--- src/rtl/gfx_pkg.sv ---
// Shared definitions for the graphics card's VRAM write path and renderer.
package gfx_pkg;

    // Text-mode geometry: 800x600 with 8x16 glyphs gives 100 columns by 37 rows.
    localparam int GFX_COLS = 100;
    localparam int GFX_ROWS = 37;

    // VRAM organisation defaults.
    localparam int          GFX_ADDR_W      = 12;
    localparam int          GFX_DATA_W      = 8;
    localparam int          GFX_CLEAR_WORDS = GFX_COLS * GFX_ROWS;
    localparam logic [7:0]  GFX_FILL_VAL    = 8'h20;

    // Writer control states.
    typedef enum logic [1:0] {
        IDLE     = 2'd0,
        CLR_WAIT = 2'd1,
        CLEAR    = 2'd2
    } gfx_wr_state_t;

    // Linear VRAM address of a text cell.
    function automatic int gfx_cell_addr(input int row, input int col);
        return row * GFX_COLS + col;
    endfunction

endpackage

--- src/rtl/gfx_wr_fifo.sv ---
// Small synchronous FIFO holding pending {addr,data} VRAM writes.
// The head entry is presented combinationally so the writer can register it
// straight into the VRAM port on the cycle it is popped.
module gfx_wr_fifo #(
    parameter int WIDTH = 20,
    parameter int DEPTH = 8
) (
    input  logic             clk,
    input  logic             rst,
    input  logic             push,
    input  logic [WIDTH-1:0] push_data,
    input  logic             pop,
    output logic [WIDTH-1:0] head,
    output logic             full,
    output logic             empty
);

    localparam int PTR_W = $clog2(DEPTH);

    logic [WIDTH-1:0] mem_q [DEPTH];
    logic [PTR_W-1:0] wr_ptr_q, wr_ptr_d;
    logic [PTR_W-1:0] rd_ptr_q, rd_ptr_d;
    logic [PTR_W:0]   count_q, count_d;
    logic             do_push;
    logic             do_pop;

    // A push into a full FIFO or a pop from an empty one is dropped.
    assign do_push = push && !full;
    assign do_pop  = pop && !empty;

    assign full  = (count_q == (PTR_W + 1)'(DEPTH));
    assign empty = (count_q == '0);
    assign head  = mem_q[rd_ptr_q];

    // Pointer and level update; simultaneous push/pop leaves the level unchanged.
    always_comb begin
        wr_ptr_d = wr_ptr_q;
        rd_ptr_d = rd_ptr_q;
        count_d  = count_q;
        if (do_push) begin
            wr_ptr_d = wr_ptr_q + PTR_W'(1);
        end
        if (do_pop) begin
            rd_ptr_d = rd_ptr_q + PTR_W'(1);
        end
        case ({do_push, do_pop})
            2'b10:   count_d = count_q + (PTR_W + 1)'(1);
            2'b01:   count_d = count_q - (PTR_W + 1)'(1);
            default: count_d = count_q;
        endcase
    end

    // Control state; reset empties the FIFO.
    always_ff @(posedge clk or negedge rst) begin
        if (!rst) begin
            wr_ptr_q <= '0;
            rd_ptr_q <= '0;
            count_q  <= '0;
        end else begin
            wr_ptr_q <= wr_ptr_d;
            rd_ptr_q <= rd_ptr_d;
            count_q  <= count_d;
        end
    end

    // Entry storage; contents are only meaningful between the pointers.
    always_ff @(posedge clk) begin
        if (do_push) begin
            mem_q[wr_ptr_q] <= push_data;
        end
    end

endmodule

--- src/rtl/gfx_vram_writer.sv ---
// CPU-side VRAM write port. CPU writes are buffered and committed to the
// single-port VRAM only on blanking cycles, so the renderer's active-video
// reads never collide with a write. A clear command fills the text buffer.
module gfx_vram_writer
    import gfx_pkg::*;
#(
    parameter int                ADDR_W      = GFX_ADDR_W,
    parameter int                DATA_W      = GFX_DATA_W,
    parameter int                FIFO_DEPTH  = 8,
    parameter int                CLEAR_WORDS = GFX_CLEAR_WORDS,
    parameter logic [DATA_W-1:0] FILL_VAL    = GFX_FILL_VAL
) (
    input  logic              clk,
    input  logic              rst,
    input  logic              wr_valid,
    output logic              wr_ready,
    input  logic [ADDR_W-1:0] wr_addr,
    input  logic [DATA_W-1:0] wr_data,
    input  logic              clr_start,
    output logic              busy,
    input  logic              video_enable_next,
    output logic              vram_we,
    output logic [ADDR_W-1:0] vram_addr,
    output logic [DATA_W-1:0] vram_wdata
);

    localparam int                ENTRY_W   = ADDR_W + DATA_W;
    localparam logic [ADDR_W-1:0] LAST_ADDR = ADDR_W'(CLEAR_WORDS - 1);

    gfx_wr_state_t     state_q, state_d;
    logic [ADDR_W-1:0] clr_cnt_q, clr_cnt_d;
    logic              busy_q, busy_d;
    logic              vram_we_q, vram_we_d;
    logic [ADDR_W-1:0] vram_addr_q, vram_addr_d;
    logic [DATA_W-1:0] vram_wdata_q, vram_wdata_d;

    logic [ENTRY_W-1:0] fifo_head;
    logic               fifo_full;
    logic               fifo_empty;
    logic               push;
    logic               pop;
    logic               commit_slot;

    // The next cycle is blanking, so a write registered now lands outside active video.
    assign commit_slot = !video_enable_next;

    // CPU writes are only taken while idle, which keeps the FIFO empty during a clear.
    assign wr_ready = !fifo_full && (state_q == IDLE);
    assign push     = wr_valid && wr_ready;
    assign pop      = commit_slot && !fifo_empty && (state_q != CLEAR);

    gfx_wr_fifo #(
        .WIDTH (ENTRY_W),
        .DEPTH (FIFO_DEPTH)
    ) u_fifo (
        .clk       (clk),
        .rst       (rst),
        .push      (push),
        .push_data ({wr_addr, wr_data}),
        .pop       (pop),
        .head      (fifo_head),
        .full      (fifo_full),
        .empty     (fifo_empty)
    );

    // Next-state and VRAM port selection: drained FIFO entries first, then clear words.
    always_comb begin
        state_d      = state_q;
        clr_cnt_d    = clr_cnt_q;
        busy_d       = busy_q;
        vram_we_d    = 1'b0;
        vram_addr_d  = vram_addr_q;
        vram_wdata_d = vram_wdata_q;

        if (pop) begin
            vram_we_d    = 1'b1;
            vram_addr_d  = fifo_head[ENTRY_W-1:DATA_W];
            vram_wdata_d = fifo_head[DATA_W-1:0];
        end

        case (state_q)
            IDLE: begin
                // busy_q can still be high for the one cycle after a clear finishes;
                // a request in that cycle is ignored, not deferred.
                busy_d = 1'b0;
                if (clr_start && !busy_q) begin
                    state_d = CLR_WAIT;
                    busy_d  = 1'b1;
                end
            end
            CLR_WAIT: begin
                busy_d = 1'b1;
                if (fifo_empty) begin
                    state_d   = CLEAR;
                    clr_cnt_d = '0;
                end
            end
            CLEAR: begin
                busy_d = 1'b1;
                if (commit_slot) begin
                    vram_we_d    = 1'b1;
                    vram_addr_d  = clr_cnt_q;
                    vram_wdata_d = FILL_VAL;
                    if (clr_cnt_q == LAST_ADDR) begin
                        state_d = IDLE;
                    end else begin
                        clr_cnt_d = clr_cnt_q + ADDR_W'(1);
                    end
                end
            end
            default: begin
                state_d = IDLE;
                busy_d  = 1'b0;
            end
        endcase
    end

    // Registered control and VRAM port; reset abandons any clear or drain in flight.
    always_ff @(posedge clk or negedge rst) begin
        if (!rst) begin
            state_q      <= IDLE;
            clr_cnt_q    <= '0;
            busy_q       <= 1'b0;
            vram_we_q    <= 1'b0;
            vram_addr_q  <= '0;
            vram_wdata_q <= '0;
        end else begin
            state_q      <= state_d;
            clr_cnt_q    <= clr_cnt_d;
            busy_q       <= busy_d;
            vram_we_q    <= vram_we_d;
            vram_addr_q  <= vram_addr_d;
            vram_wdata_q <= vram_wdata_d;
        end
    end

    assign busy       = busy_q;
    assign vram_we    = vram_we_q;
    assign vram_addr  = vram_addr_q;
    assign vram_wdata = vram_wdata_q;

endmodule

--- config.mk ---
export PLATFORM = sky130hd
export DESIGN_NAME = gfx_vram_writer
export DESIGN_NICKNAME = d
export VERILOG_FILES = /design/src/rtl/gfx_pkg.sv /design/src/rtl/gfx_wr_fifo.sv /design/src/rtl/gfx_vram_writer.sv
export SDC_FILE = /design/constraint.sdc
export NUM_CORES = 1
export LEC_CHECK = 0
export BUFFER_PORTS_ARGS = -buffer_cell sky130_fd_sc_hd__buf_2
export CORE_MARGIN = 10
export CORE_UTILIZATION = 30
export DETAILED_ROUTE_END_ITERATION = 6
export HOLD_SLACK_MARGIN = 0.05
export SYNTH_ARGS = -nofsm -noshare
export SYNTH_HDL_FRONTEND = slang
export SYNTH_SLANG_ARGS = --single-unit
export TNS_END_PERCENT = 20
--- constraint.sdc ---
create_clock -name clk -period 3.6 [get_ports clk]
set_clock_uncertainty 0.1 [all_clocks]
set_input_delay 0.36 -clock clk [delete_from_list [all_inputs] [get_ports clk]]
set_output_delay 0.36 -clock clk [all_outputs]
set_load 0.005 [all_outputs]
### Word level (Yosys, flattened, before mapping)

Memory sizes are Yosys's and may differ from the RTL's.
Cells that the tools add are included.

* register bits: 46
* memory bits (writable): 160
* input bits: 25
* output and inout bits: 23
* logic and storage cells: 68
* memories kept: 1

Memories
* u_fifo.mem_q: depth 8, bits a word 20, read ports 1, clocked after memory_dff 0, write ports 1, line gfx_wr_fifo.sv:20 `logic [WIDTH-1:0] mem_q [DEPTH];`

* add/sub/neg operators: 5
* equal/unequal tests: 12
* muxes and demuxes: 23
* reduce and logical (&&, ||, !) cells: 18

Operators by type and width (number)
* 12-bit two-way mux: 6
* 8-bit two-way mux: 3
* 12-bit one-hot mux with 2 select lines: 1
* 12-bit by 1-bit adder with 12-bit output (second input constant): 1
* 12-bit == test (second input constant): 1
* 2-bit two-way mux: 4
* 2-bit != test (second input constant): 4
* 4-bit one-hot mux with 2 select lines: 1
* 4-bit AND reduction: 2
* 1-bit logical AND: 7
* 3-bit by 1-bit adder with 3-bit output (second input constant): 2
* 1-bit two-way mux: 6
* 2-bit one-hot mux with 3 select lines: 1
* 4-bit by 1-bit adder with 4-bit output (second input constant): 1
* 2-bit by 1-bit == test with 1-bit output (second input constant): 2
* 2-bit == test (second input constant): 2
* 4-bit == test (second input constant): 1
* 1-bit zero test: 4
* 4-bit zero test: 1
* 2-bit by 1-bit != test with 1-bit output (second input constant): 2
* 2-bit nonzero test: 2
* 4-bit by 1-bit subtractor with 4-bit output (second input constant): 1
* 2-bit zero test: 1
* 1-bit one-hot mux with 2 select lines: 1
* 2-bit OR reduction: 1

### Depth between registers and ports, before layout

Gate-level depths: netlist (run 1).

* depth in word-level cells: 7
* depth in mapped cells: 11
* mapped depth without buffers: 11

### Cells and area by module

A second synthesis (run 1) with hierarchy kept.

* cells, all modules: 484
* area, all modules: 8703.3 um^2

Modules (own cells, without submodules)
* gfx_wr_fifo: instances 1, cells an instance 299, area each 6790.3 um^2, sequential area each 5054.8 um^2
* gfx_vram_writer: instances 1, cells an instance 185, area each 1913.1 um^2, sequential area each 900.9 um^2

### Least setup slack after synthesis (run 1)

Ideal clock, no wire load.

* path type: register to register
* start: register state_q[0]
* end: memory u_fifo.mem_q[1][0], enable pin
* library setup time: 0.422 ns
* arrival: 2.643 ns
* required time: 3.078 ns
* setup slack: 0.435 ns
* cell stages (with the launch flop): 7
* path buffers: 0
* period minus slack after synthesis: 3.165 ns
* cells stage by stage: dfrtp_1 -> inv_1 -> ha_1 -> nand2_1 -> a21oi_1 -> nand2_1 -> nor3_1

* longest elaborated chain between the ends: 6

Ends and longest elaborated chain
* from (decl): line gfx_vram_writer.sv:30 `gfx_wr_state_t state_q, state_d;`
* from (signal assigned): line gfx_vram_writer.sv:128 `state_q <= state_d;`
* 2-bit zero test: line gfx_vram_writer.sv:48 `assign wr_ready = !fifo_full && (state_q == IDLE);`
* 1-bit logical AND: line gfx_vram_writer.sv:48
* 1-bit logical AND: line gfx_vram_writer.sv:49 `assign push = wr_valid && wr_ready;`
* 1-bit logical AND: line gfx_wr_fifo.sv:28 `assign do_push = push && !full;`
* 1-bit two-way mux: line gfx_wr_fifo.sv:68 `if (do_push) begin`
* 1-bit two-way mux (implied by the code): line gfx_wr_fifo.sv:69 `mem_q[wr_ptr_q] <= push_data;`
* to (decl): line gfx_wr_fifo.sv:20

No other way between the ends.

### Final worst setup path (run 1)

* start: register state_q[1]
* end: memory u_fifo.mem_q[5][19], enable pin

The elaborated chain is that of the path after synthesis.

==> impl_summary.txt, run 1 <==
----------------------------------------------------
[Status]
  Status ... finished, final reports clean

[Pwr]
  Leakage ... ~0.0035 uW
  Ratio of total power to cell area ... between 700 and 800 nW/um^2
  Peak supply drop ... roughly 0.34 mV

[Synthesis]
  Synth top area cells ... edfxtp_1 (58%), dfrtp_1 (14%), mux4_2 (11%)
  Number of warnings reported in the yosys synthesis log ... 0
  Register bit total from synthesis ... roughly 210
  Number of enable flip-flop cells after synthesis ... 160
  Post-Synthesis Mean Instance Area ... around 18 um^2
  Library cell with the highest instance count after synthesis ... edfxtp_1
  Number of library cell types mapped by synthesis ... 49
  Syn Inst Count ... 459
  Most common flop cell mapped by yosys ... edfxtp_1
  Portion of the post-synthesis area used by sequential elements ... between 70% and 80%
  Post-synth ARST share ... between 20 and 25%
  Proportion of netlist area held by the largest area contributor ... roughly 58%
  Most frequent cells after synthesis ... edfxtp_1 (160), dfrtp_1 (46), mux4_2 (40), a21oi_1 (30), mux2i_1 (24)
  Cell type with the highest aggregate area in the netlist ... edfxtp_1
  Synth Net Count ... between 400 and 500
  Cell Area, Synth ... 8330 um^2

[Timing]
  Final setup viols ... 0
  Transition time at the pin with the least slew margin ... roughly 1 ns
  Shortest period the worst path allows ... just under 3 ns
  Max-Slew Margin vs Limit ... between 30% and 40%
  RSZ-0062 raised after global routing ... false
  Number of endpoints with negative hold slack in the final report ... 0
  Worst Hold Margin ... between 0.07 and 0.08 ns
  Final-report max-slew violation count ... 0
  Fraction of the cycle the final worst path needs ... roughly 83%
  Total Negative Setup Slacks ... 0 ns
  Top achievable clock speed ... between 300 and 400 MHz

[CTS]
  Cell chosen for the clock root ... clkbuf_16
  Number of buffers on the longest clock path ... 3
  Clock tree from TritonCTS ... built
  CTS Sinks ... 206
  Clock transition at the registers of the reported paths ... 0.06 ns
  Clock H-tree levels ... 1
  Number of buffers created by CTS ... 22
  CTS resizes ... 0
  Worst skew pair latency ... about 0.5 ns

[Critical path]
  Worst Path Required ... 3.69 ns
  Startpoint Class ... flip-flop
  Slowest-stage cell, CP ... nor2_2
  RR Endpoint ... u_fifo.mem_q[5][19]$_DFFE_PP_
  Critical path's most frequent cell ... nand2_1
  R2R depth ... 7
  Register-to-register path setup slack ... around 0.63 ns
  Critical path capture point type ... flip-flop
  Cells along the critical path ... inv_1 > ha_1 > nand2_1 > a21oi_1 > nand2_1 > nor2_2 > buf_4
  Delay of the slowest cell on the worst path ... between 0.5 and 0.6 ns
  Buffer and inverter count on the worst path ... 2
  Category of cells accounting for the largest share of critical-path delay ... simple AND/OR/NAND/NOR gates
  Critical-path maximum fanout ... 11
  Startpoint of the most critical register-to-register path ... state_q[1]$_DFFE_PN0P_
  Category of the critical setup timing path ... flip-flop to flip-flop
  Data arrival, critical path ... 3.06 ns

[Detailed routing]
  Detailed Routing Iterations Pass 1 ... 4
  Routed length per instance ... around 19 um
  # DRC ... 0
  Detailed router's first-iteration violation count ... between 200 and 250
  DRT antenna net count ... 0
  Aggregate routed wire length ... 17.9 mm
  Mean number of vias per cell ... 4.73
  Detailed-route via count ... about 4400

[Worst hold path]
  Number of stages on the worst hold path ... 1
  Hold Crit Endpoint ... u_fifo.mem_q[0][18]$_DFFE_PP_
  Worst hold-check path type ... input pin to flip-flop
  Launch point of the worst hold path ... wr_addr[10]

[Placement]
  Placer Congestion ... a little under 0.8
  IO buf count ... 47
  Dpl hpwl ... ~12 mm

[Die]
  Overall die area ... roughly 35000 um^2
  Height of the die ... between 150 and 200 um
  Initial cell density of the core ... between 30% and 40%
  Boundary pin count ... between 40 and 50
  Die X-Extent ... between 150 and 200 um
  FP Rows ... 60
  Core outline area ... ~27000 um^2

[Global route]
  Vias in the first global route ... between 4000 and 5000
  Global-route wire length before repair ... between 20 and 30 mm
  Met3 track utilization from global routing ... under 10%
  Largest net degree at the start of global routing ... 27
  Busiest layer in global routing ... met2
  Remaining Overflow, GRT ... 0
  Met1 capacity usage during global routing ... between 10% and 20%
  GR Util All Layers ... around 10%
  GR met2 Demand/Resource ... 17.0%
  Number of antenna violations at the first check in global routing ... 0

[Cells and area]
  Register area ... a little under 6000 um^2
  Layout cells sized above 1 ... 29.2%
  Layout fillers ... approximately 2500
  Multi-input gate area in the final layout ... between 2000 and 2500 um^2
  Util after Layout ... 36.9%
  Number of nets in the final layout ... between 500 and 600
  Synthesis-to-layout area growth ... 20.0%
  # diodes ... 0

[Job]
  # Max-Cap Violations ... 0

----------------------------------------------------
[cell type report]
type | instances | share of cell area [%]
Sequential cell | 206 | 59.6
Multi-Input combinational cell | 227 | 22.9
Clock buffer | 28 | 6.15
Timing Repair Buffer | 83 | 5.74
Tap cell | 372 | 4.66
Clock inverter | 12 | 0.589
Inverter | 9 | 0.338
[worst reg2reg max path, delay by kind of cell (launching register included)]
kind            cells  cell delay, ns
compound gates      1            0.49
fa+ha+maj           1            0.24
buf+inv             2            0.48
flops               1            0.42
simple gates        3            0.93
[repair_timing]
item / CTS / global route
setup buffers: 0 / 0
hold buffers: 17 / 0
setup endpoints to repair: 0 / 0
endpoints found under the hold margin: 140 / 0
[cells in the final DEF, fill, tap and decap left out, types with 2 or more instances in the layout]
| cell | synthesis | layout |
|---|---|---|
| a21oi_1 | 30 | 30 |
| xnor2_1 | 4 | 4 |
| nor4_1 | 2 | 2 |
| nor2_2 | 0 | 6 |
| and2b_2 | 2 | 2 |
| dlygate4sd3_1 | 0 | 17 |
| or4_1 | 5 | 5 |
| o21ai_0 | 11 | 11 |
| clkinv_1 | 0 | 6 |
| nor3_1 | 5 | 3 |
| clkbuf_16 | 0 | 23 |
| inv_1 | 9 | 9 |
| mux2_2 | 4 | 4 |
| nand4_1 | 2 | 2 |
| clkinv_2 | 0 | 4 |
| buf_2 | 6 | 47 |
| xor2_1 | 3 | 3 |
| nand2b_1 | 5 | 5 |
| and3_1 | 2 | 2 |
| nor3_2 | 2 | 4 |
| nand2_1 | 15 | 15 |
| edfxtp_1 | 160 | 160 |
| clkbuf_8 | 0 | 2 |
| nand3_1 | 8 | 8 |
| dfrtp_1 | 46 | 45 |
| mux4_2 | 40 | 40 |
| o22ai_1 | 12 | 12 |
| mux2i_1 | 24 | 24 |
| and2_2 | 2 | 2 |
| buf_4 | 0 | 17 |
| nor2_1 | 12 | 6 |
| o31ai_1 | 5 | 5 |
| buf_12 | 0 | 2 |
| ha_1 | 12 | 12 |
| clkbuf_1 | 7 | 3 |
[state kept, by name, indices dropped and copies added, names as in the netlist]
name / count
vram_addr: 12
vram_wdata: 8
u_fifo.mem_q: 160
u_fifo.count_q: 4
u_fifo.rd_ptr_q: 3
clr_cnt_q: 12
u_fifo.wr_ptr_q: 3
vram_we: 1
busy: 1
state_q: 2
[worst max-delay path by stage]
stage                                 from                            end  depth (start not counted)  slack [ns]
finish              state_q[1]$_DFFE_PN0P_  u_fifo.mem_q[5][19]$_DFFE_PP_                          7        0.63
detailed placement  state_q[1]$_DFFE_PN0P_  u_fifo.mem_q[7][17]$_DFFE_PP_                          7        0.54
CTS                 state_q[1]$_DFFE_PN0P_  u_fifo.mem_q[7][19]$_DFFE_PP_                          7        0.52
global route        state_q[1]$_DFFE_PN0P_  u_fifo.mem_q[5][19]$_DFFE_PP_                          7        0.39
global placement    state_q[0]$_DFFE_PN0P_  u_fifo.mem_q[5][15]$_DFFE_PP_                          7        0.65
floorplan           state_q[0]$_DFFE_PN0P_   u_fifo.mem_q[1][0]$_DFFE_PP_                          6        0.43
[power breakdown]
part           internal, uW  total [uW]  switching [uW]  leakage (uW)
registers              2950        3330             377       0.00200
logic                  1050        2090            1040       0.00117
clock network          1200        2070             872      0.000331
[layer usage]
layer | part of all wire (%) | wire length, um
met1 | 44 | 7930
met2 | 50 | 8980
met3 | 3.6 | 646
met4 | 1.9 | 332
met5 | 0 | 0
[cell families (layout without fill, tap and decap cells)]
logic type	count (synthesis)	in the layout	synth area share (%)
fa+ha+maj	13	13	2.04
flops	206	206	71.5
compound gates	68	68	5.14
mux	68	68	14.2
buf+inv	26	132	1.28
xor+xnor	7	7	0.736
simple gates	71	71	5.03
[through the flow]
step | cell area (um^2) | setup slack, ns | power (uW) | std cells
floorplan | 8330 | 0.435 | 4720 | 459
global placement | 9150 | 0.652 | 5440 | 880
detailed placement | 9150 | 0.542 | 5500 | 880
CTS | 9990 | 0.520 | 7620 | 937
global route | 9990 | 0.385 | 7930 | 937
finish | 9990 | 0.628 | 7500 | 937
Power figures use the tool's default switching activity.
==> run 2: changes to the inputs <==
Clock period 3.6 ns to 2.5 ns, I/O delays scaled along.
==> run 2 against run 1 <==
  * Critical path depth rose by 4
  * Critical endpoint is now u_fifo.count_q[3]$_DFFE_PN0P_
  * Count of clock-buffer cells in the layout fell by 6
  * Sequential share of layout area shrank 1.2 points
  * Highest routed layer unchanged
  * Flip-flop and latch count unchanged
  * Global-route usage is 0.15 points higher
  * Register-to-register slack worse by 0.46 ns
  * Critical path type unchanged
  * Hold slack worse by 0.026 ns
  * Setup slack got worse by 0.46 ns
==> impl_summary.txt, run 2 (synthesis results as in run 1) <==
----------------------------------------------------
[Detailed routing]
  Mean number of vias per cell ... 4.69 (-0.79%)
  Detailed router's first-iteration violation count ... 306 (+38%)
  # DRC ... 0 (unchanged)
  Detailed Routing Iterations Pass 1 ... 4 (unchanged)
  Detailed-route via count ... 4483 (+1.2%)
  DRT antenna net count ... 0 (unchanged)
  Routed length per instance ... 19.0 um (-0.52%)
  Aggregate routed wire length ... 18.2 mm (+1.5%)

[CTS]
  Cell chosen for the clock root ... clkbuf_16
  Buffer count from post-CTS setup fixing ... 0 (unchanged)
  Clock H-tree levels ... 1 (unchanged)
  Worst skew pair latency ... 0.52 ns (+0.02 ns)
  Number of buffers created by CTS ... 22 (unchanged)
  Number of buffers on the longest clock path ... 3 (unchanged)
  Clock transition at the registers of the reported paths ... 0.06 ns (about the same)
  Clock tree from TritonCTS ... built
  CTS Sinks ... 206 (unchanged)

[Pwr]
  Ratio of total power to cell area ... 1070 nW/um^2 (+43%)
  Switching part of the total ... 31.4% (+0.83 points)
  Fraction of power consumed by sequential logic ... 42.8% (-1.6 points)
  Pint ... 7480 uW (+44%)
  Switch Pwr ... 3430 uW (+50%)
  Leakage ... 0.00359 uW (+2.5%)
  Part of the total power dissipated in the clock network ... 26.8% (-0.9 points)
  Peak supply drop ... 0.399 mV (+16%)
  Combinational share of power ... 30.5% (+2.6 points)
  Pwr Total ... 10900 uW (+46%)

[Critical path]
  Startpoint of the most critical register-to-register path ... state_q[1]$_DFFE_PN0P_
  Buffer and inverter count on the worst path ... 2 (unchanged)
  Category of cells accounting for the largest share of critical-path delay ... adder cells
  Critical-path maximum fanout ... 4 (-7)
  Delay of the slowest cell on the worst path ... 0.42 ns (-0.16 ns)
  R2R depth ... 11 (+4)
  Slowest-stage cell, CP ... dfrtp_1
  Register-to-register path setup slack ... 0.17 ns (-0.46 ns)
  RR Endpoint ... u_fifo.count_q[3]$_DFFE_PN0P_
  Critical path capture point type ... flip-flop
  Category of the critical setup timing path ... flip-flop to flip-flop
  Startpoint Class ... flip-flop
  Worst Path Required ... 2.84 ns (-0.85 ns)
  Data arrival, critical path ... 2.67 ns (-0.39 ns)
  Cells along the critical path ... inv_2 > ha_2 > nand2_1 > a21oi_2 > inv_1 > ha_2 > ha_1 > a21o_2 > a21oi_2 > mux2i_1 > xnor2_1

[Cells and area]
  Register area ... 5960 um^2 (unchanged)
  Layout fillers ... 2504 (-0.24%)
  Commonest cells after routing, fill and taps aside ... edfxtp_1 (160), buf_2 (47), dfrtp_1 (45)
  # diodes ... 0 (unchanged)
  Layout cells sized above 1 ... 31.7% (+2.5 points)
  Synthesis-to-layout area growth ... 22.4%
  Number of flip-flops in the largest register ... 160 (unchanged)
  Multi-input gate area in the final layout ... 2320 um^2 (+1.4%)
  Most frequent standard cell in the layout excluding fill and tap cells ... edfxtp_1
  Number of nets in the final layout ... 606 (+3.2%)
  Top reg by flops ... u_fifo.mem_q

[Global route]
  Number of antenna violations at the first check in global routing ... 0 (unchanged)
  Met1 capacity usage during global routing ... 13.6% (+0.59 points)
  Busiest layer in global routing ... met2
  GR met2 Demand/Resource ... 16.9% (-0.14 points)
  Vias in the first global route ... 4822 (+0.29%)
  Met3 track utilization from global routing ... 1.90% (+0.26 points)
  Largest net degree at the start of global routing ... 27 (unchanged)
  Global-route wire length before repair ... 28.4 mm (+0.98%)
  GR Util All Layers ... 10.2% (+0.15 points)
  Remaining Overflow, GRT ... 0 (unchanged)

[Worst hold path]
  Number of stages on the worst hold path ... 2 (+1)
  Hold Crit Endpoint ... vram_we$_DFF_PN0_
  Worst hold-check path type ... input pin to flip-flop
  Launch point of the worst hold path ... video_enable_next

[Die]
  Die X-Extent ... 187 um (unchanged)
  FP Rows ... 60 (unchanged)
  Overall die area ... 34800 um^2 (unchanged)
  Height of the die ... 187 um (unchanged)
  Boundary pin count ... 48 (unchanged)
  Core outline area ... 27100 um^2 (unchanged)
  Initial cell density of the core ... 30.7% (unchanged)

[Timing]
  Top achievable clock speed ... 429 MHz (+27%)
  Final-report max-slew violation count ... 0 (unchanged)
  Shortest period the worst path allows ... 2.33 ns (-0.640 ns)
  Fraction of the cycle the final worst path needs ... 93.3% (+11 points)
  Transition time at the pin with the least slew margin ... 0.676 ns (-0.306 ns)
  Total Negative Setup Slacks ... 0 ns (unchanged)
  Max-Slew Margin vs Limit ... 54.9% (+21 points)
  RSZ-0062 raised after global routing ... false
  Number of endpoints with negative hold slack in the final report ... 0 (unchanged)
  Final setup viols ... 0 (unchanged)

[Placement]
  Dpl hpwl ... 12.0 mm (-0.37%)
  IO buf count ... 47 (unchanged)
  Placer Congestion ... 0.762 (-2.5%)

[Job]
  # Max-Cap Violations ... 0 (unchanged)

[Status]
  Status ... finished, final reports clean

----------------------------------------------------
## run 2: metal layers
layer	vias to the layer above	wire length (um)
met2	102	8890
met3	22	963
met5	-	0
li1	2067	-
met4	0	281
met1	2292	8020
## run 2: final cells by class
| class | instances | share of cell area, % |
|---|---|---|
| sequential | 206 | 58.4 |
| clock buffer | 22 | 5.40 |
| clock inverter | 18 | 0.970 |
| inverter | 9 | 0.331 |
| multi-input combinational | 227 | 22.8 |
| timing repair buffer | 102 | 7.51 |
| tap | 372 | 4.57 |
## run 2: timing repair
action                                  CTS  global route
hold buffers                             22             0
endpoints found under the setup margin    1            13
pin swaps                                 0             0
gates resized for setup                   1             5
endpoints found under the hold margin   186             0
## run 2: worst max-delay path by stage
| stage | slack [ns] | cells past startpoint | end | from |
|---|---|---|---|---|
| after CTS | 0.00007 | 11 | u_fifo.count_q[3]$_DFFE_PN0P_ | state_q[1]$_DFFE_PN0P_ |
| after global routing | 0.03 | 11 | u_fifo.count_q[3]$_DFFE_PN0P_ | state_q[1]$_DFFE_PN0P_ |
| after detailed placement | 0.02 | 11 | u_fifo.count_q[3]$_DFFE_PN0P_ | state_q[1]$_DFFE_PN0P_ |
| after global placement | 0.11 | 11 | u_fifo.count_q[3]$_DFFE_PN0P_ | state_q[1]$_DFFE_PN0P_ |
| after floorplan | -0.13 | 6 | u_fifo.mem_q[7][0]$_DFFE_PP_ | state_q[0]$_DFFE_PN0P_ |
| final | 0.17 | 11 | u_fifo.count_q[3]$_DFFE_PN0P_ | state_q[1]$_DFFE_PN0P_ |
## run 2: power by group through the flow
| stage | clock, uW | sequential (uW) | combinational [uW] |
|---|---|---|---|
| 5_1_grt | 3150 | 4730 | 3680 |
| 2_1_floorplan | 0 | 4620 | 2220 |
| 3_3_place_gp | 0 | 4700 | 3250 |
| 4_1_cts | 2990 | 4670 | 3390 |
| 3_5_place_dp | 0 | 4730 | 3340 |
| 6_report | 2920 | 4670 | 3330 |
## run 2: metrics by stage
step           hold WS (ns)  setup WS [ns]  instances  instance area [um^2]  utilization, %
2_1_floorplan        -0.146         -0.134        459                  8360               -
3_3_place_gp          0.219          0.107        894                  9310            34.3
3_5_place_dp          0.241         0.0180        894                  9310            34.3
4_1_cts               0.165      0.0000724        956                 10200            37.6
5_1_grt              0.0629         0.0255        956                 10200            37.6
6_report             0.0452          0.168        956                 10200            37.6
==> run 3: changes to the inputs <==
Settings changed: PLACE_DENSITY set to 0.57.
==> run 3 against run 2 <==
  * Setup slack got worse by 0.043 ns
  * Final area about the same
  * Critical path depth is the same
  * Sequential power barely moved
  * Hold slack improved by 0.11 ns
  * Critical endpoint unchanged
==> impl_summary.txt, run 3 (synthesis results as in run 1) <==
----------------------------------------------------
[Die]
  Overall die area ... 34800 um^2 (unchanged)
  Die X-Extent ... 187 um (unchanged)
  Boundary pin count ... 48 (unchanged)
  Height of the die ... 187 um (unchanged)
  Core outline area ... 27100 um^2 (unchanged)
  FP Rows ... 60 (unchanged)
  Initial cell density of the core ... 30.7% (unchanged)

[CTS]
  Number of buffers on the longest clock path ... 3 (unchanged)
  Number of buffers created by CTS ... 22 (unchanged)
  Clock tree from TritonCTS ... built
  Clock transition at the registers of the reported paths ... 0.06 ns (about the same)
  CTS Sinks ... 206 (unchanged)
  Worst skew pair latency ... 0.49 ns (-0.03 ns)
  Cell chosen for the clock root ... clkbuf_16
  Clock H-tree levels ... 1 (unchanged)

[Placement]
  Count of placed standard cells including taps ... 896 (+0.22%)
  Dpl hpwl ... 11.9 mm (-0.93%)
  Placer Congestion ... 0.754 (-0.96%)
  IO buf count ... 47 (unchanged)

[Critical path]
  Worst Path Required ... 2.81 ns (-0.03 ns)
  Data arrival, critical path ... 2.69 ns (+0.02 ns)
  Critical path capture point type ... flip-flop
  Startpoint Class ... flip-flop
  Critical-path maximum fanout ... 5 (+1)
  Category of the critical setup timing path ... flip-flop to flip-flop

[Detailed routing]
  Detailed Routing Iterations Pass 1 ... 4 (unchanged)
  Routed length on met1 ... 7.74 mm (-3.5%)
  Detailed router's first-iteration violation count ... 274 (-10%)
  Routed length per instance ... 18.7 um (-1.5%)
  DRT antenna net count ... 0 (unchanged)
  Aggregate routed wire length ... 18.0 mm (-0.95%)
  Detailed-routed wire length on met3 ... 923 um (-4.2%)
  # DRC ... 0 (unchanged)
  Mean number of vias per cell ... 4.76 (+1.5%)
  Total length of routed met2 wires ... 8.99 mm (+1.2%)
  Top layer reached by signal wires ... met4
  Detailed-route via count ... 4574 (+2.0%)

[Timing]
  Top achievable clock speed ... 421 MHz (-1.8%)
  Final-report max-slew violation count ... 0 (unchanged)
  Number of endpoints with negative hold slack in the final report ... 0 (unchanged)
  Fraction of the cycle the final worst path needs ... 95.0% (+1.7 points)
  Shortest period the worst path allows ... 2.37 ns (+0.0427 ns)
  Total Negative Setup Slacks ... 0 ns (unchanged)
  Transition time at the pin with the least slew margin ... 0.928 ns (+0.252 ns)
  Max-Slew Margin vs Limit ... 38.1% (-17 points)
  Final setup viols ... 0 (unchanged)

[Status]
  Status ... finished, final reports clean

[Global route]
  GR Util All Layers ... 10.1% (-0.095 points)
  Remaining Overflow, GRT ... 0 (unchanged)
  Global-route wire length before repair ... 28.3 mm (-0.34%)
  Number of antenna violations at the first check in global routing ... 0 (unchanged)
  Largest net degree at the start of global routing ... 39 (+44%)
  Vias in the first global route ... 4930 (+2.2%)

[Cells and area]
  Top reg by flops ... u_fifo.mem_q
  Final Non-Filler Cells ... 961 (+0.52%)
  # diodes ... 0 (unchanged)
  Most frequent standard cell in the layout excluding fill and tap cells ... edfxtp_1
  Multi-input gate area in the final layout ... 2320 um^2 (about the same)
  Util after Layout ... 37.6% (about the same)
  Commonest cells after routing, fill and taps aside ... edfxtp_1 (160), buf_2 (47), dfrtp_1 (45)
  Synthesis-to-layout area growth ... 22.4% (about the same)
  Layout fillers ... 2497 (-0.28%)
  Layout cells sized above 1 ... 32.6% (+0.92 points)
  Number of nets in the final layout ... 611 (+0.83%)
  Number of flip-flops in the largest register ... 160 (unchanged)
  Register area ... 5960 um^2 (unchanged)

[Pwr]
  Peak supply drop ... 0.438 mV (+9.8%)
  Leakage ... 0.00361 uW (+0.56%)
  Ratio of total power to cell area ... 1070 nW/um^2 (+0.25%)

[Job]
  # Max-Cap Violations ... 0 (unchanged)

[Worst hold path]
  Worst hold-check path type ... input pin to flip-flop

----------------------------------------------------
## run 3: cell count changes in the layout (fill, tap and decap cells not counted), sizes merged
cell    change
buf         +5
clkbuf      +2
clkinv      -3
inv         +1
## run 3: worst max-delay path, cell delays in order, from the launching register on
cell     delay [ns]
dfrtp_1        0.44
inv_2          0.11
ha_2           0.19
nand2_1        0.07
a21oi_2        0.13
inv_1          0.06
ha_2           0.19
ha_1           0.28
a21o_2         0.22
a21oi_2        0.14
mux2i_1        0.22
xnor2_1        0.13
## run 3: final cells by class
| type | instances | share of cell area (%) |
|---|---|---|
| multi-input combinational | 227 | 22.8 |
| tap | 372 | 4.57 |
| inverter | 9 | 0.331 |
| timing repair buffer | 107 | 7.39 |
| sequential | 206 | 58.5 |
| clock inverter | 16 | 0.786 |
| clock buffer | 24 | 5.68 |
## run 3: metrics by stage
stage	power, uW	hold WS [ns]	setup WS, ns	area, um^2
3_3_place_gp	7930	0.338	0.134	9270
4_1_cts	11000	0.148	0.00268	10200
3_5_place_dp	8040	0.343	0.0284	9270
2_1_floorplan	6840	-0.146	-0.134	8360
5_1_grt	11600	0.155	-0.0461	10200
6_report	10900	0.159	0.125	10200
## run 3: path summary, 6_finish.rpt
path | from | endpoint | slack (ns) | depth (start not counted)
max | state_q[0]$_DFFE_PN0P_ | u_fifo.count_q[3]$_DFFE_PN0P_ | 0.13 | 11
min | video_enable_next | vram_we$_DFF_PN0_ | 0.16 | 3
max reg2reg | state_q[0]$_DFFE_PN0P_ | u_fifo.count_q[3]$_DFFE_PN0P_ | 0.13 | 11
min reg2reg | u_fifo.wr_ptr_q[0]$_DFFE_PN0P_ | u_fifo.wr_ptr_q[0]$_DFFE_PN0P_ | 0.44 | 1
max in group asynchronous | rst | u_fifo.rd_ptr_q[0]$_DFFE_PN0P_ | 1.30 | 2
min in group asynchronous | rst | busy$_DFF_PN0_ | 0.35 | 2
## run 3: timing repair
item | CTS | global route
endpoints found under the hold margin | 197 | 0
hold buffers | 22 | 0
cloned | 0 | 0
setup buffers | 0 | 3
endpoints found under the setup margin | 1 | 1
gates resized for setup | 1 | 6
pin swaps | 0 | 0
## run 3: where the power goes
group	leakage, uW	internal, uW	total [uW]	switching (uW)
Combinational	0.00129	1630	3350	1720
Sequential	0.00200	4260	4660	409
Clock	0.000324	1670	2930	1260
Total	0.00361	7560	10900	3380
## run 3: layer usage
| metal | GRT usage [%] | vias up |
|---|---|---|
| met5 | 0 | - |
| met3 | 1.94 | 25 |
| met4 | 2.98 | 0 |
| li1 | - | 2079 |
| met1 | 12.8 | 2340 |
| met2 | 17.3 | 130 |
